<file path="src/rtl/fp_mult_pipe.sv">
// Pipelined FP multiplier (RNE, flush-to-zero, IEEE-style flags): 3-cycle latency, one product per clock.
// A single enable (!out_valid | out_ready) advances or freezes every stage together; in_ready mirrors it.
module fp_mult_pipe #(
  parameter  int EXP_W = 8,
  parameter  int MAN_W = 23,
  localparam int W     = 1 + EXP_W + MAN_W
) (
  input  logic         clk,
  input  logic         rst,
  input  logic         in_valid,
  output logic         in_ready,
  input  logic [W-1:0] a,
  input  logic [W-1:0] b,
  output logic         out_valid,
  input  logic         out_ready,
  output logic [W-1:0] result,
  output logic [3:0]   flags
);
  localparam int PW = 2 * MAN_W + 2;
  localparam int EW = EXP_W + 2;
  localparam logic [EW-1:0] BIAS = EW'((1 << (EXP_W - 1)) - 1);
  localparam logic [EW-1:0] EMAX = EW'((1 << EXP_W) - 1);

  logic en;
  logic v0_q, v1_q, v2_q, out_valid_q;
  logic [W-1:0] a0_q, b0_q;
  logic [W-1:0] result_q;
  logic [3:0]   flags_q;

  assign en        = !out_valid_q || out_ready;
  assign in_ready  = en;
  assign out_valid = out_valid_q;
  assign result    = result_q;
  assign flags     = flags_q;

  // S1: unpack, classify, exponent sum, mantissa multiply
  logic sa, sb;
  logic [EXP_W-1:0] ea, eb;
  logic [MAN_W-1:0] fa, fb;
  logic a_zero, b_zero, a_inf, b_inf, a_nan, b_nan;
  logic s1_sign_d, s1_nan_d, s1_inv_d, s1_inf_d, s1_zero_d;
  logic [EW-1:0] s1_exp_d;
  logic [PW-1:0] s1_prod_d;

  assign {sa, ea, fa} = a0_q;
  assign {sb, eb, fb} = b0_q;
  assign a_zero = (ea == '0);
  assign b_zero = (eb == '0);
  assign a_inf  = (&ea) && (fa == '0);
  assign b_inf  = (&eb) && (fb == '0);
  assign a_nan  = (&ea) && (fa != '0);
  assign b_nan  = (&eb) && (fb != '0);

  assign s1_sign_d = sa ^ sb;
  assign s1_inv_d  = (a_inf && b_zero) || (a_zero && b_inf);
  assign s1_nan_d  = a_nan || b_nan || s1_inv_d;
  assign s1_inf_d  = a_inf || b_inf;
  assign s1_zero_d = a_zero || b_zero;
  assign s1_exp_d  = EW'(ea) + EW'(eb) - BIAS;
  assign s1_prod_d = PW'({1'b1, fa}) * PW'({1'b1, fb});

  logic s1_sign_q, s1_nan_q, s1_inv_q, s1_inf_q, s1_zero_q;
  logic [EW-1:0] s1_exp_q;
  logic [PW-1:0] s1_prod_q;

  // S2: normalise so the leading one sits just above the kept fraction, then RNE
  logic [PW-2:0]    norm;
  logic [MAN_W-1:0] frac_t;
  logic             guard, sticky, inc;
  logic [MAN_W+1:0] rsum;
  logic [EW-1:0]    e_n;
  logic [MAN_W-1:0] s2_frac_d;
  logic [EW-1:0]    s2_exp_d;
  logic             s2_inexact_d;

  assign norm   = s1_prod_q[PW-1] ? s1_prod_q[PW-2:0] : {s1_prod_q[PW-3:0], 1'b0};
  assign e_n    = s1_exp_q + EW'(s1_prod_q[PW-1]);
  assign frac_t = norm[PW-2 -: MAN_W];
  assign guard  = norm[PW-2-MAN_W];
  assign sticky = |norm[PW-3-MAN_W:0];
  assign inc    = guard && (sticky || frac_t[0]);
  assign rsum   = {1'b0, 1'b1, frac_t} + (MAN_W + 2)'(inc);

  assign s2_frac_d    = rsum[MAN_W+1] ? rsum[MAN_W:1] : rsum[MAN_W-1:0];
  assign s2_exp_d     = e_n + EW'(rsum[MAN_W+1]);
  assign s2_inexact_d = guard || sticky;

  logic s2_sign_q, s2_nan_q, s2_inv_q, s2_inf_q, s2_zero_q, s2_inexact_q;
  logic [EW-1:0]    s2_exp_q;
  logic [MAN_W-1:0] s2_frac_q;

  // S3: range check, special-case select, pack
  logic ovf, unf;
  logic [W-1:0] res_d;
  logic [3:0]   flg_d;

  assign ovf = $signed(s2_exp_q) >= $signed(EMAX);
  assign unf = $signed(s2_exp_q) <= $signed(EW'(0));

  always_comb begin
    res_d = {s2_sign_q, s2_exp_q[EXP_W-1:0], s2_frac_q};
    flg_d = {3'b000, s2_inexact_q};
    if (s2_nan_q) begin
      res_d = {1'b0, {EXP_W{1'b1}}, 1'b1, {(MAN_W - 1){1'b0}}};
      flg_d = {s2_inv_q, 3'b000};
    end else if (s2_inf_q) begin
      res_d = {s2_sign_q, {EXP_W{1'b1}}, {MAN_W{1'b0}}};
      flg_d = 4'b0000;
    end else if (s2_zero_q) begin
      res_d = {s2_sign_q, {(EXP_W + MAN_W){1'b0}}};
      flg_d = 4'b0000;
    end else if (ovf) begin
      res_d = {s2_sign_q, {EXP_W{1'b1}}, {MAN_W{1'b0}}};
      flg_d = 4'b0101;
    end else if (unf) begin
      res_d = {s2_sign_q, {(EXP_W + MAN_W){1'b0}}};
      flg_d = 4'b0011;
    end
  end

  always_ff @(posedge clk) begin
    if (rst) begin
      v0_q        <= 1'b0;
      v1_q        <= 1'b0;
      v2_q        <= 1'b0;
      out_valid_q <= 1'b0;
      result_q    <= '0;
      flags_q     <= '0;
    end else if (en) begin
      v0_q        <= in_valid;
      v1_q        <= v0_q;
      v2_q        <= v1_q;
      out_valid_q <= v2_q;
      if (v2_q) begin
        result_q <= res_d;
        flags_q  <= flg_d;
      end
    end
  end

  // Datapath registers carry no reset; their contents only matter under a set valid bit.
  always_ff @(posedge clk) begin
    if (en) begin
      a0_q         <= a;
      b0_q         <= b;
      s1_sign_q    <= s1_sign_d;
      s1_nan_q     <= s1_nan_d;
      s1_inv_q     <= s1_inv_d;
      s1_inf_q     <= s1_inf_d;
      s1_zero_q    <= s1_zero_d;
      s1_exp_q     <= s1_exp_d;
      s1_prod_q    <= s1_prod_d;
      s2_sign_q    <= s1_sign_q;
      s2_nan_q     <= s1_nan_q;
      s2_inv_q     <= s1_inv_q;
      s2_inf_q     <= s1_inf_q;
      s2_zero_q    <= s1_zero_q;
      s2_exp_q     <= s2_exp_d;
      s2_frac_q    <= s2_frac_d;
      s2_inexact_q <= s2_inexact_d;
    end
  end

endmodule

</file>
<file path="config.mk">
export PLATFORM = sky130hd
export DESIGN_NAME = fp_mult_pipe
export DESIGN_NICKNAME = d
export VERILOG_FILES = /design/src/rtl/fp_mult_pipe.sv
export SDC_FILE = /design/constraint.sdc
export NUM_CORES = 2
export LEC_CHECK = 0
export ABC_AREA = 1
export CORE_MARGIN = 1
export CORE_UTILIZATION = 31
export CTS_BUF_LIST = sky130_fd_sc_hd__clkbuf_16
export DETAILED_ROUTE_END_ITERATION = 8
export PLACE_DENSITY = 0.48
export RECOVER_POWER = 50
export SLEW_MARGIN = 0
export SYNTH_ARGS = -nofsm -noshare
export SYNTH_HDL_FRONTEND = slang
export SYNTH_SLANG_ARGS = --single-unit
</file>
<file path="constraint.sdc">
create_clock -name clk -period 8.67 [get_ports clk]
set_clock_uncertainty 0.1 [all_clocks]
set_input_delay 0.867 -clock clk [delete_from_list [all_inputs] [get_ports clk]]
set_output_delay 0.867 -clock clk [all_outputs]
set_load 0.005 [all_outputs]
</file>
==> results.txt <==
----------------------------------------------------
[Final layout]
  N_diodes ... 0
  Ratio of cells with drive above 1 in the final layout ... ~3.5%
  Cell area after layout ... roughly 32,000 um^2
  Post-layout net count ... 4,418
  Layout overhead on the synthesized area ... 12.3%

[Timing]
  Worst-case headroom to the max-slew limit ... -127%
  Final TNS setup ... 0 ps
  Final critical-path required period ... 7060 ps
  Number of pins exceeding their max-slew limit in the final report ... 213
  Final hold violation count ... 0
  Final setup violation count ... 0
  Maximum clock rate ... 0.142 GHz
  Setup repair after global routing missed its margin ... no
  Pin slew with the least headroom to its limit ... 3400 ps
  Final cycle utilization of the critical path ... 81.4%

[CTS]
  Clock transition at path regs ... 60 ps
  Hold-fix buffers, CTS ... 0
  Number of buffers between clock root and the deepest sink ... 3
  TritonCTS Sinks ... 206
  Inserted Clock Buffers ... 29
  Clk root buf ... sky130_fd_sc_hd__clkbuf_16
  H-tree levels ... 1
  Buffers inserted during post-CTS setup optimization ... 0
  Clock Latency Late Sink ... 610 ps
  Post_cts resized ... 0
  CTS tree ... done

[Drt]
  Via total after detailed routing ... 21,500
  Wire length per cell ... 16.2 um
  Detail Route Antenna Nets ... 0
  Remaining routing DRC violations ... 0
  Total length of routed wires ... 80,000 um
  Drt first-iter violations ... approximately 1,100
  Initial DRT Pass Iterations ... 5
  Number of vias per cell ... 4.34

[Logic synthesis]
  Sequential element share of the synthesized area ... 20.0%
  Mean instance size in the synthesized netlist ... 8.02 um^2
  Biggest area consumer among synthesized cells ... sky130_fd_sc_hd__fa_1
  Number of register bits inferred by synthesis ... slightly above 200
  Synth Cell Area ... 28,900 um^2
  Synthesized net count ... 4,343
  Yosys Warn Count ... 0
  Leading cell types by total area after synthesis ... sky130_fd_sc_hd__fa_1, sky130_fd_sc_hd__edfxtp_1, sky130_fd_sc_hd__inv_1
  Top-area cell type share of the netlist area ... about a third
  Number of different library cells in the post-synthesis netlist ... 39
  Number of instances in the synthesized netlist ... approximately 3,600

[Die]
  Starting density of the core ... 31.4%
  Number of cell rows ... 111
  Width of the die ... 307 um
  Core box area ... 91,900 um^2
  I/O pin count ... 106
  Die footprint ... 94,400 um^2
  Die height ... between 300 and 400 um

[Job]
  Max Cap Viol ... 3

[Run status]
  Failing checks ... max-capacitance violations, max-slew violations
  Status ... complete, but fails checks

[GRT]
  Tot GR Track Use ... 17.5%
  Number of antenna violations at the first check in global routing ... 0
  Residual overflow from global routing ... 0
  Largest net degree at the start of global routing ... 127
  First-pass GRT wire length ... 128,000 um
  Number of global-route vias before repair ... between 20,000 and 25,000

[Placed design]
  Half-perimeter wire length after detailed placement ... 65,700 um
  RePlAce Congestion ... 0.870
  Count of input and output buffers ... roughly 110
  Area post-placement ... 31,500 um^2

[Setup path]
  Arrival @ worst endpoint ... ~7300 ps
  Sort of element at the end of the critical path ... register
  Startpoint class of the critical path ... register
  Critical setup path kind ... reg2reg
  WP data required ... 8930 ps
  Maximum fanout along the worst path ... 18

[Worst hold path]
  Worst min-delay path class ... reg2reg

----------------------------------------------------
==> flip-flops by register name (all words and copies together) (netlist names) <==
signal        cells
s2_sign_q         1
v2_q              1
s2_frac_q        23
b0_q             32
flags             4
v0_q              1
s2_exp_q         10
s2_nan_q          1
s1_inv_q          1
s1_prod_q        48
s2_inv_q          1
s1_nan_q          1
s1_zero_q         1
out_valid         1
result           32
s2_inexact_q      1
s1_exp_q         10
a0_q             32
s2_zero_q         1
s1_inf_q          1
s2_inf_q          1
v1_q              1
s1_sign_q         1
==> Yosys cell counts <==
library cell and instances:
sky130_fd_sc_hd__inv_2 4, sky130_fd_sc_hd__nor2_1 161, sky130_fd_sc_hd__a21o_1 1, sky130_fd_sc_hd__fa_1 484, sky130_fd_sc_hd__buf_4 1, sky130_fd_sc_hd__o211ai_1 1
sky130_fd_sc_hd__nand4_1 40, sky130_fd_sc_hd__and3_1 2, sky130_fd_sc_hd__nor3b_1 1, sky130_fd_sc_hd__a22o_1 1, sky130_fd_sc_hd__nor4_1 5, sky130_fd_sc_hd__nor3_2 1
sky130_fd_sc_hd__clkbuf_1 109, sky130_fd_sc_hd__xor2_1 41, sky130_fd_sc_hd__nand2_1 1035, sky130_fd_sc_hd__inv_1 1071, sky130_fd_sc_hd__nor2_2 6, sky130_fd_sc_hd__nand2_2 2
sky130_fd_sc_hd__a31oi_1 4, sky130_fd_sc_hd__nor3_1 9, sky130_fd_sc_hd__ha_1 190, sky130_fd_sc_hd__xnor2_1 11, sky130_fd_sc_hd__o21bai_1 7, sky130_fd_sc_hd__or2_1 1
sky130_fd_sc_hd__o21ai_1 4, sky130_fd_sc_hd__nor2_4 1, sky130_fd_sc_hd__o21ai_0 25, sky130_fd_sc_hd__buf_2 3, sky130_fd_sc_hd__o21ai_2 10, sky130_fd_sc_hd__and2_1 2
sky130_fd_sc_hd__edfxtp_1 166, sky130_fd_sc_hd__buf_6 4, sky130_fd_sc_hd__nand2b_1 1, sky130_fd_sc_hd__dfxtp_1 40, sky130_fd_sc_hd__a21oi_1 76, sky130_fd_sc_hd__nand3b_1 3
sky130_fd_sc_hd__buf_1 1, sky130_fd_sc_hd__or2_2 6, sky130_fd_sc_hd__nand3_1 71
==> critical path: stages (launching register included) <==
cell                       delay, ps
sky130_fd_sc_hd__edfxtp_1       1030
sky130_fd_sc_hd__buf_4           330
sky130_fd_sc_hd__nand2_1          90
sky130_fd_sc_hd__fa_1            570
sky130_fd_sc_hd__inv_1            50
sky130_fd_sc_hd__fa_1            470
sky130_fd_sc_hd__inv_1            50
sky130_fd_sc_hd__fa_1            450
sky130_fd_sc_hd__fa_1            540
sky130_fd_sc_hd__inv_1            50
sky130_fd_sc_hd__fa_1            490
sky130_fd_sc_hd__fa_1            490
sky130_fd_sc_hd__inv_1            50
sky130_fd_sc_hd__fa_1            470
sky130_fd_sc_hd__inv_1            40
sky130_fd_sc_hd__ha_1            350
sky130_fd_sc_hd__nand2_1         120
sky130_fd_sc_hd__inv_1            90
sky130_fd_sc_hd__nand2_1          50
sky130_fd_sc_hd__nor2_1          310
sky130_fd_sc_hd__nand4_1         180
sky130_fd_sc_hd__nand3_1         210
sky130_fd_sc_hd__nand2_1          90
sky130_fd_sc_hd__nand3_1          80
sky130_fd_sc_hd__nand2_1          60
==> final cells by class <==
type | instances | area, um^2
fillers | 9764 | 59500
multi-input cells | 2202 | 18600
well taps | 1243 | 1560
clock inverters | 25 | 274
flip-flops and latches | 206 | 5790
inverters | 1075 | 4040
repair buffers | 162 | 1480
clock buffers | 29 | 726
==> layout by cell type, fill, tap and decap left out, drive strengths merged <==
cell type / count
edfxtp: 166
nand4: 40
or2: 7
clkdlybuf4s50: 2
a21o: 1
xor2: 41
a31oi: 4
and3: 2
clkinvlp: 3
o211ai: 1
ha: 190
clkinv: 15
dfxtp: 40
nor2: 168
fa: 484
a22o: 1
buf: 54
nor3: 10
nor3b: 1
nand2: 1037
xnor2: 11
nand2b: 1
o21ai: 39
and2: 2
o21bai: 7
bufinv: 5
nor4: 5
nand3: 71
inv: 1077
nand3b: 3
clkbuf: 32
dlygate4sd3: 103
a21oi: 76
==> worst paths after layout <==
kind | startpoint | endpoint | slack (ps) | cells past startpoint
setup / recovery | a0_q[18] | s1_prod_q[39] | 1610 | 24
setup reg to reg | a0_q[18] | s1_prod_q[39] | 1610 | 24
hold / removal | s1_sign_q | s2_sign_q | 320 | 0
hold reg to reg | s1_sign_q | s2_sign_q | 320 | 0
==> per-stage QoR <==
stage,setup slack [ps],std cells,hold WS [ps],utilization (%)
global route,1200,4942,345,35.3
finish,1610,4942,320,35.3
CTS,1580,4942,320,35.3
global placement,1590,4888,303,34.2
floorplan,2500,3601,300,-
detailed placement,1580,4888,306,34.2
==> logic make-up after synthesis <==
group	share of synthesized area, %
AND/OR/NAND/NOR	18.5
flip-flops	20.0
buffers and inverters	15.6
AO/OA/AOI/OAI	2.47
adder cells (fa/ha/maj)	41.8
XOR/XNOR	1.58
==> metal layers <==
| layer | wire length [um] | global-route usage [%] |
|---|---|---|
| met1 | 37900 | 24.5 |
| met4 | 1580 | 3.56 |
| met2 | 36300 | 28.6 |
| met5 | 0 | 0 |
| met3 | 4270 | 2.79 |
Power is not shown: default switching activity piles up to over one toggle a cycle in this logic, so the estimate is an artifact.
